===== config.mk =====
export PLATFORM = sky130hd
export DESIGN_NAME = nchan_serializer
export DESIGN_NICKNAME = d
export VERILOG_FILES = /design/src/rtl/nchan_serializer.sv
export SDC_FILE = /design/constraint.sdc
export NUM_CORES = 1
export LEC_CHECK = 0
export ABC_AREA = 1
export BUFFER_PORTS_ARGS = -buffer_cell sky130_fd_sc_hd__clkbuf_2
export CAP_MARGIN = 20
export CORE_AREA = 3 3 127 129
export CTS_CLUSTER_SIZE = 10
export DETAILED_ROUTE_END_ITERATION = 8
export DIE_AREA = 0 0 130 132
export GPL_TIMING_DRIVEN = 0
export SLEW_MARGIN = 20
export SYNTH_ARGS = -nofsm -noshare
export SYNTH_HDL_FRONTEND = slang
export SYNTH_SLANG_ARGS = --single-unit
export TNS_END_PERCENT = 20

===== constraint.sdc =====
create_clock -name clk -period 6.15 [get_ports clk]
set_input_delay 0.3075 -clock clk [delete_from_list [all_inputs] [get_ports clk]]
set_output_delay 0.3075 -clock clk [all_outputs]
set_load 0.03 [all_outputs]

===== src/rtl/nchan_serializer.sv =====
// nchan_serializer: parameterised N-channel, W-bit parallel-to-serial converter.
// A frame (NUM_CH words plus a channel mask) is accepted on the input
// valid/ready handshake. Each enabled channel is then emitted as one beat on
// the output valid/ready handshake, from the lowest enabled channel upwards.
// One extra frame can wait in a holding register, so back-to-back frames
// stream with no bubble between them.
//
// Ports:
//   clk, reset          sole clock (rising edge), async active-high reset
//   in_valid/in_ready   input frame handshake
//   in_data             channel k at bits [k*WIDTH +: WIDTH]
//   ch_mask             per-frame channel enables, sampled with the frame
//   out_valid/out_ready output beat handshake
//   out_data, out_ch    current channel word and its index
//   out_first/out_last  first / last enabled channel of the frame
//   busy                active frame or held frame present
//   frames_sent         count of completed frames (wraps)
module nchan_serializer #(
  parameter int unsigned NUM_CH = 4,
  parameter int unsigned WIDTH  = 8,
  localparam int unsigned CW    = $clog2(NUM_CH)
) (
  input  logic                    clk,
  input  logic                    reset,
  input  logic                    in_valid,
  output logic                    in_ready,
  input  logic [NUM_CH*WIDTH-1:0] in_data,
  input  logic [NUM_CH-1:0]       ch_mask,
  output logic                    out_valid,
  input  logic                    out_ready,
  output logic [WIDTH-1:0]        out_data,
  output logic [CW-1:0]           out_ch,
  output logic                    out_first,
  output logic                    out_last,
  output logic                    busy,
  output logic [15:0]             frames_sent
);

  typedef enum logic [0:0] {StIdle, StSend} state_e;

  state_e                  state_q, state_d;
  logic [NUM_CH*WIDTH-1:0] act_data_q, act_data_d;
  logic [NUM_CH-1:0]       act_mask_q, act_mask_d;
  logic [NUM_CH*WIDTH-1:0] hold_data_q, hold_data_d;
  logic [NUM_CH-1:0]       hold_mask_q, hold_mask_d;
  logic                    hold_full_q, hold_full_d;
  logic [CW-1:0]           ch_q, ch_d;
  logic [15:0]             cnt_q, cnt_d;

  // Index of the lowest set bit (0 if none).
  function automatic logic [CW-1:0] lowest_set(input logic [NUM_CH-1:0] m);
    logic [CW-1:0] r;
    r = '0;
    for (int k = int'(NUM_CH) - 1; k >= 0; k--) begin
      if (m[k]) r = CW'(k);
    end
    return r;
  endfunction

  // Index of the lowest set bit strictly above c (0 if none).
  function automatic logic [CW-1:0] next_set(input logic [NUM_CH-1:0] m,
                                             input logic [CW-1:0] c);
    logic [CW-1:0] r;
    r = '0;
    for (int k = int'(NUM_CH) - 1; k >= 0; k--) begin
      if (m[k] && (k > int'(c))) r = CW'(k);
    end
    return r;
  endfunction

  // True if any bit above c is set.
  function automatic logic any_above(input logic [NUM_CH-1:0] m,
                                     input logic [CW-1:0] c);
    logic r;
    r = 1'b0;
    for (int k = 0; k < int'(NUM_CH); k++) begin
      if (m[k] && (k > int'(c))) r = 1'b1;
    end
    return r;
  endfunction

  logic sending;
  logic is_last;
  logic out_hs;
  logic accept;
  logic acc_live;

  assign sending  = (state_q == StSend);
  assign is_last  = !any_above(act_mask_q, ch_q);
  assign out_hs   = sending && out_ready;
  assign accept   = in_valid && !hold_full_q;
  // Mask-zero frames are consumed by the handshake but never stored.
  assign acc_live = accept && (|ch_mask);

  always_comb begin
    state_d     = state_q;
    act_data_d  = act_data_q;
    act_mask_d  = act_mask_q;
    hold_data_d = hold_data_q;
    hold_mask_d = hold_mask_q;
    hold_full_d = hold_full_q;
    ch_d        = ch_q;
    cnt_d       = cnt_q;

    unique case (state_q)
      StIdle: begin
        if (acc_live) begin
          act_data_d = in_data;
          act_mask_d = ch_mask;
          ch_d       = lowest_set(ch_mask);
          state_d    = StSend;
        end
      end
      StSend: begin
        if (out_hs && is_last) begin
          cnt_d = cnt_q + 16'd1;
          if (hold_full_q) begin
            act_data_d  = hold_data_q;
            act_mask_d  = hold_mask_q;
            ch_d        = lowest_set(hold_mask_q);
            hold_full_d = 1'b0;
          end else if (acc_live) begin
            // Frame ending this cycle frees ACTIVE, so bypass HOLD.
            act_data_d = in_data;
            act_mask_d = ch_mask;
            ch_d       = lowest_set(ch_mask);
          end else begin
            state_d = StIdle;
          end
        end else begin
          if (out_hs) ch_d = next_set(act_mask_q, ch_q);
          if (acc_live) begin
            hold_data_d = in_data;
            hold_mask_d = ch_mask;
            hold_full_d = 1'b1;
          end
        end
      end
      default: state_d = StIdle;
    endcase
  end

  always_ff @(posedge clk or posedge reset) begin
    if (reset) begin
      state_q     <= StIdle;
      act_data_q  <= '0;
      act_mask_q  <= '0;
      hold_data_q <= '0;
      hold_mask_q <= '0;
      hold_full_q <= 1'b0;
      ch_q        <= '0;
      cnt_q       <= '0;
    end else begin
      state_q     <= state_d;
      act_data_q  <= act_data_d;
      act_mask_q  <= act_mask_d;
      hold_data_q <= hold_data_d;
      hold_mask_q <= hold_mask_d;
      hold_full_q <= hold_full_d;
      ch_q        <= ch_d;
      cnt_q       <= cnt_d;
    end
  end

  always_comb begin
    out_data = '0;
    for (int k = 0; k < int'(NUM_CH); k++) begin
      if (ch_q == CW'(k)) out_data = act_data_q[k*WIDTH +: WIDTH];
    end
  end

  assign in_ready    = !hold_full_q;
  assign out_valid   = sending;
  assign out_ch      = ch_q;
  assign out_first   = sending && (ch_q == lowest_set(act_mask_q));
  assign out_last    = sending && is_last;
  assign busy        = sending || hold_full_q;
  assign frames_sent = cnt_q;

endmodule


# After elaboration in Yosys (flattened, before gate mapping)
# Cells that the tools add are included.
# W data, S select, Z words.
[word_totals] register_bits=92 inputBits=40 wordCells=79 out_inout_bits=31
[classes] bitwise_logic=2 muxes=41 magnitude_cmp=3 addsub=1 reduce_logical=18 n_eq_ne=6
[ops] op="$mux W32" n=3
[ops] op="$pmux W32 S2" n=1
[ops] op="$mux W2" n=19
[ops] op="$mux W8" n=4
[ops] op="$add A16 B1 Y16 const B" n=1
[ops] op="$mux W4" n=3
[ops] op="$logic_and A1 B1 Y1" n=9
[ops] op="$mux W1" n=8
[ops] op="$pmux W4 S2" n=1
[ops] op="$eq A2 B2 Y1 const B" n=2
[ops] op="$gt A2 B2 Y1 const A" n=2
[ops] op="$pmux W2 S2" n=1
[ops] op="$reduce_and A2 Y1" n=2
[ops] op="$reduce_or A4 Y1" n=1
[ops] op="$ne A3 B1 Y1 const B" n=1
[ops] op="$reduce_and A3 Y1" n=1
[ops] op="$eq A2 B1 Y1 const B" n=1
[ops] op="$eq A2 B2 Y1" n=1
[ops] op="$gt A1 B2 Y1 const A" n=1
[ops] op="$logic_not A1 Y1" n=2
[ops] op="$logic_not A2 Y1" n=1
[ops] op="$ne A2 B1 Y1 const B" n=1
[ops] op="$not A1 Y1" n=2
[ops] op="$pmux W1 S2" n=1
[ops] op="other kinds (2)" n=2

# Logic depth before layout (Yosys ltp)
[logic_depth] depth_word=9 mapped_depth=11 depth_no_buf=10

# Worst setup path after synthesis
# No wires, ideal clock.
[synth_path] path_type="reg-to-output" start="reg state_q, in the netlist out_valid" end="out out_first" stages_incl_launch_ff=4 n_path_buf=1 t_required_ps=5843 arrival_ps=1589 slack_ps=4254 path_cell_list="dfrtp_1 > buf_4 > o21ai_0 > a211oi_1"
[synth_between] elab_chain_len=1
[synth_rtl] element="from (decl)" line="41" rtl="state_e state_q, state_d;"
[synth_rtl] element="from (signal assigned)" line="145" rtl="state_q <= StIdle;"
[synth_rtl] element="from (signal assigned)" line="154" rtl="state_q <= state_d;"
[synth_rtl] element="$logic_and A1 B1 Y1" line="175" rtl="assign out_first = sending && (ch_q == lowest_set(act_mask_q));"
[synth_rtl] element="to (decl)" line="33" rtl="output logic out_first,"
# Every way passes these cells.

# Worst setup path in the final report
[layout_path] start="reg ch_q[1], in the netlist out_ch[1]" end="out out_data[7]"
[layout_between] elab_chain_len=5 word_cells_on_any_way=8
[layout_rtl] element="from (decl)" line="47" rtl="logic [CW-1:0] ch_q, ch_d;"
[layout_rtl] element="from (signal assigned)" line="160" rtl="ch_q <= ch_d;"
[layout_rtl] element="$logic_not A2 Y1" line="168" rtl="if (ch_q == CW'(k)) out_data = act_data_q[k*WIDTH +: WIDTH];"
[layout_rtl] element="$mux W8 (3 in a row)" line="168"
[layout_rtl] element="$mux W8 (*)" line="168"
[layout_rtl] element="to (decl)" line="31" rtl="output logic [WIDTH-1:0] out_data,"
# Mark *: on every way between the ends. The rest lies on a longest branch, timed or not.

==> impl_metrics.yaml <==
die:
  boundaryPins: 71
  start_util_pct: 30.7
  chipHeight_um: 132
  die_area_um2: 17200
  die_w_um: 130
  design.core.area_um2: 15100
  rows: 45
power:
  pwr_density_cell_nw_per_um2: 574
  leakagePower_nw: 2.84
  ir_worst_vdd_v: 0.000243
yosys:
  synth.net_count: 624
  synth_seq_cells: 92
  synth_commonest_cells: "nand2_1, dfrtp_1, inv_1"
  netlist_instances: 583
  yosysUniqueCellTypes: 28
  yosysTopAreaCell: "dfrtp_1"
  yosysWarnings: 0
  yosysTopAreaCellShare_pct: 49.5
  syn_area_per_cell_um2: 7.97
  async_flop_share_pct: 100
  netlist_area_um2: 4650
  yosysMostFrequentCell: "nand2_1"
  synth-edff-count: 0
  ys.flop_type: "dfrtp_1"
  synth.area.top_cells: "dfrtp_1, nand2_1, o211ai_1"
  synth.yosys.seq_area_share_pct: 49.5
clocking:
  cts_buffer_depth: 2
  cts_root_buffer: "clkbuf_16"
  numCtsBuffers: 9
  cts_sinks: 92
  clock_latency_ps: 350
  cts-resized-gates: 0
  htreeDepth: 3
  clk_pin_slew_worst_paths_ps: 70
  cts_tree: "done"
outcome:
  status: "completed"
global_route:
  grt_pass1_vias: 3983
  grt_use_total_pct: 15.1
  antenna_found_initial: 0
  grt_pass1_wl_um: 20500
  grt_max_degree: 67
  gr-total-overflow: 0
cells_and_area:
  final_cells: 859
  area_growth_pct: 20.5
  drive_gt1_share_pct: 18.2
  regArea_um2: 2300
  layout.nets: 707
  n_antenna_cell: 0
  fillers: 1570
  multi_input_area_um2: 1950
drt:
  dr.first_iter.drc_count: 319
  via_count: 4067
  wl_per_cell_um: 14.6
  drtAntennaViolNets: 0
  drc: 0
  routed_wl_um: 12500
  viasPerCell: 4.73
  drtPass1Iterations: 4
critical_path:
  critPathBufInv: 2
  path_max_fanout: 8
  cp_slowest_stage_delay_ps: 490
  reg2reg_depth: 8
  required_ps: 5840
  path_depth: 5
  cp_slowest_cell: "dfrtp_1"
  crit_family: "flip-flops"
  end_kind: "primary output"
  worstPathArrival_ps: 2080
  crit_type: "flop to primary output"
  start_kind: "flop"
  path_cells: "inv_1 > nor2_1 > a21oi_1 > o21ai_0 > clkbuf_2"
sta:
  slew_headroom_pct: 62.1
  hold_violations: 0
  fin_tns_setup_ps: 0
  fmax_mhz: 419
  fin_hold_ws_ps: 194
  finClkSkew_ps: 10.7
  period_share_pct: 38.8
  worstMarginPinSlew_ps: 566
  slew_viol_final: 0
  setup_viol: 0
  layout_min_cycle_time_ps: 2390
  rsz0062_at_grt: "no"
placed_design:
  portBuffers: 70
  gp_congestion: 0.793
  dp_cells: 842
  hpwl_um: 9100
flow_run:
  max-cap-violations: 0
min_path:
  whs_path_depth: 3
  holdCritPathClass: "input pin to flop"
sequential cells by signal, indices dropped and copies added, names as in the netlist:
register and cells:
frames_sent 16, out_valid 1, act_mask_q 4, act_data_q 32, hold_full_q 1, hold_mask_q 4
out_ch 2, hold_data_q 32
layout make-up:
cell class / count / share of cell area [%]
Buffer: 31 / 3.02
Timing Repair Buffer: 72 / 6.93
Inverter: 61 / 4.22
Multi-Input combinational cell: 399 / 34.7
Clock buffer: 10 / 4.09
Tap cell: 188 / 4.20
Sequential cell: 92 / 41.1
Clock inverter: 6 / 1.68
metrics by stage:
stage | total power [W] | worst slack [ps] | util (%) | instance area [µm²]
6_report | 0.00321 | 3760 | 37.0 | 5600
5_1_grt | 0.00349 | 3580 | 37.0 | 5600
4_1_cts | 0.00324 | 3760 | 37.0 | 5600
3_5_place_dp | 0.00262 | 4140 | 34.8 | 5270
3_3_place_gp | 0.00260 | 2230 | 34.6 | 5230
2_1_floorplan | 0.00214 | 3450 | - | 4650
layer usage:
metal | track usage, % | share of wire (%)
met2 | 23.0 | 46
met4 | 5.83 | 1.8
met1 | 21.5 | 47
met3 | 2.47 | 4.8
met5 | 0 | 0
final timing paths:
path	from	end	slack, ps
max in group asynchronous	reset	act_data_q[0]$_DFFE_PP0P_	5090
hold / removal	in_data[24]	hold_data_q[24]$_DFFE_PP0P_	190
hold reg to reg	hold_data_q[17]$_DFFE_PP0P_	hold_data_q[17]$_DFFE_PP0P_	470
setup / recovery	out_ch[1]$_DFFE_PP0P_	out_data[7]	3760
setup reg to reg	out_ch[1]$_DFFE_PP0P_	act_data_q[8]$_DFFE_PP0P_	4200
min in group asynchronous	reset	hold_data_q[7]$_DFFE_PP0P_	460
kinds of logic (layout without fill, tap and decap cells):
logic type,Yosys count,in the layout,share of synthesized area (%)
buf+inv,92,180,8.61
fa+ha+maj,1,1,0.269
simple gates,266,266,23.7
flops,92,92,49.5
compound gates,116,116,14.9
xor+xnor,16,16,3.01
layout by cell type (no fill, tap or decap), types with 2 or more instances in the layout:
cell type and n:
clkbuf_2 70, dfrtp_1 92, o211ai_1 33, nand3_1 43, nor2_1 17, o22ai_1 7, xor2_1 10, xnor2_1 6
clkbuf_1 8, nand2_2 4, nand4_1 3, nor3_1 6, o21ai_0 38, buf_2 15, nand2_1 188, clkbuf_16 9
a21oi_1 12, inv_6 3, o21ai_1 22, inv_1 59, bufinv_16 2, buf_4 9, nor2_2 2
report_power, final:
group	switching, W	total [W]	internal [W]
logic	0.00108	0.00157	0.000489
registers	0.000148	0.00103	0.000879
clock network	0.000253	0.000613	0.000360
worst register-to-register path, stage by stage (launching register included):
cell     delay [ps]
dfrtp_1         490
nand2_2         210
nand2_2         120
nand4_2         130
nand2_4         180
inv_4           100
a21oi_4         240
buf_2           260
o21ai_0         100
repair_timing:
action | 4_1_cts | 5_1_grt
hold buffers | 1 | 0
endpoints found under the hold margin | 26 | 0
buffers inserted | 0 | 0
endpoints found under the setup margin | 0 | 0
No activity file was read; power rests on OpenSTA's default activity.
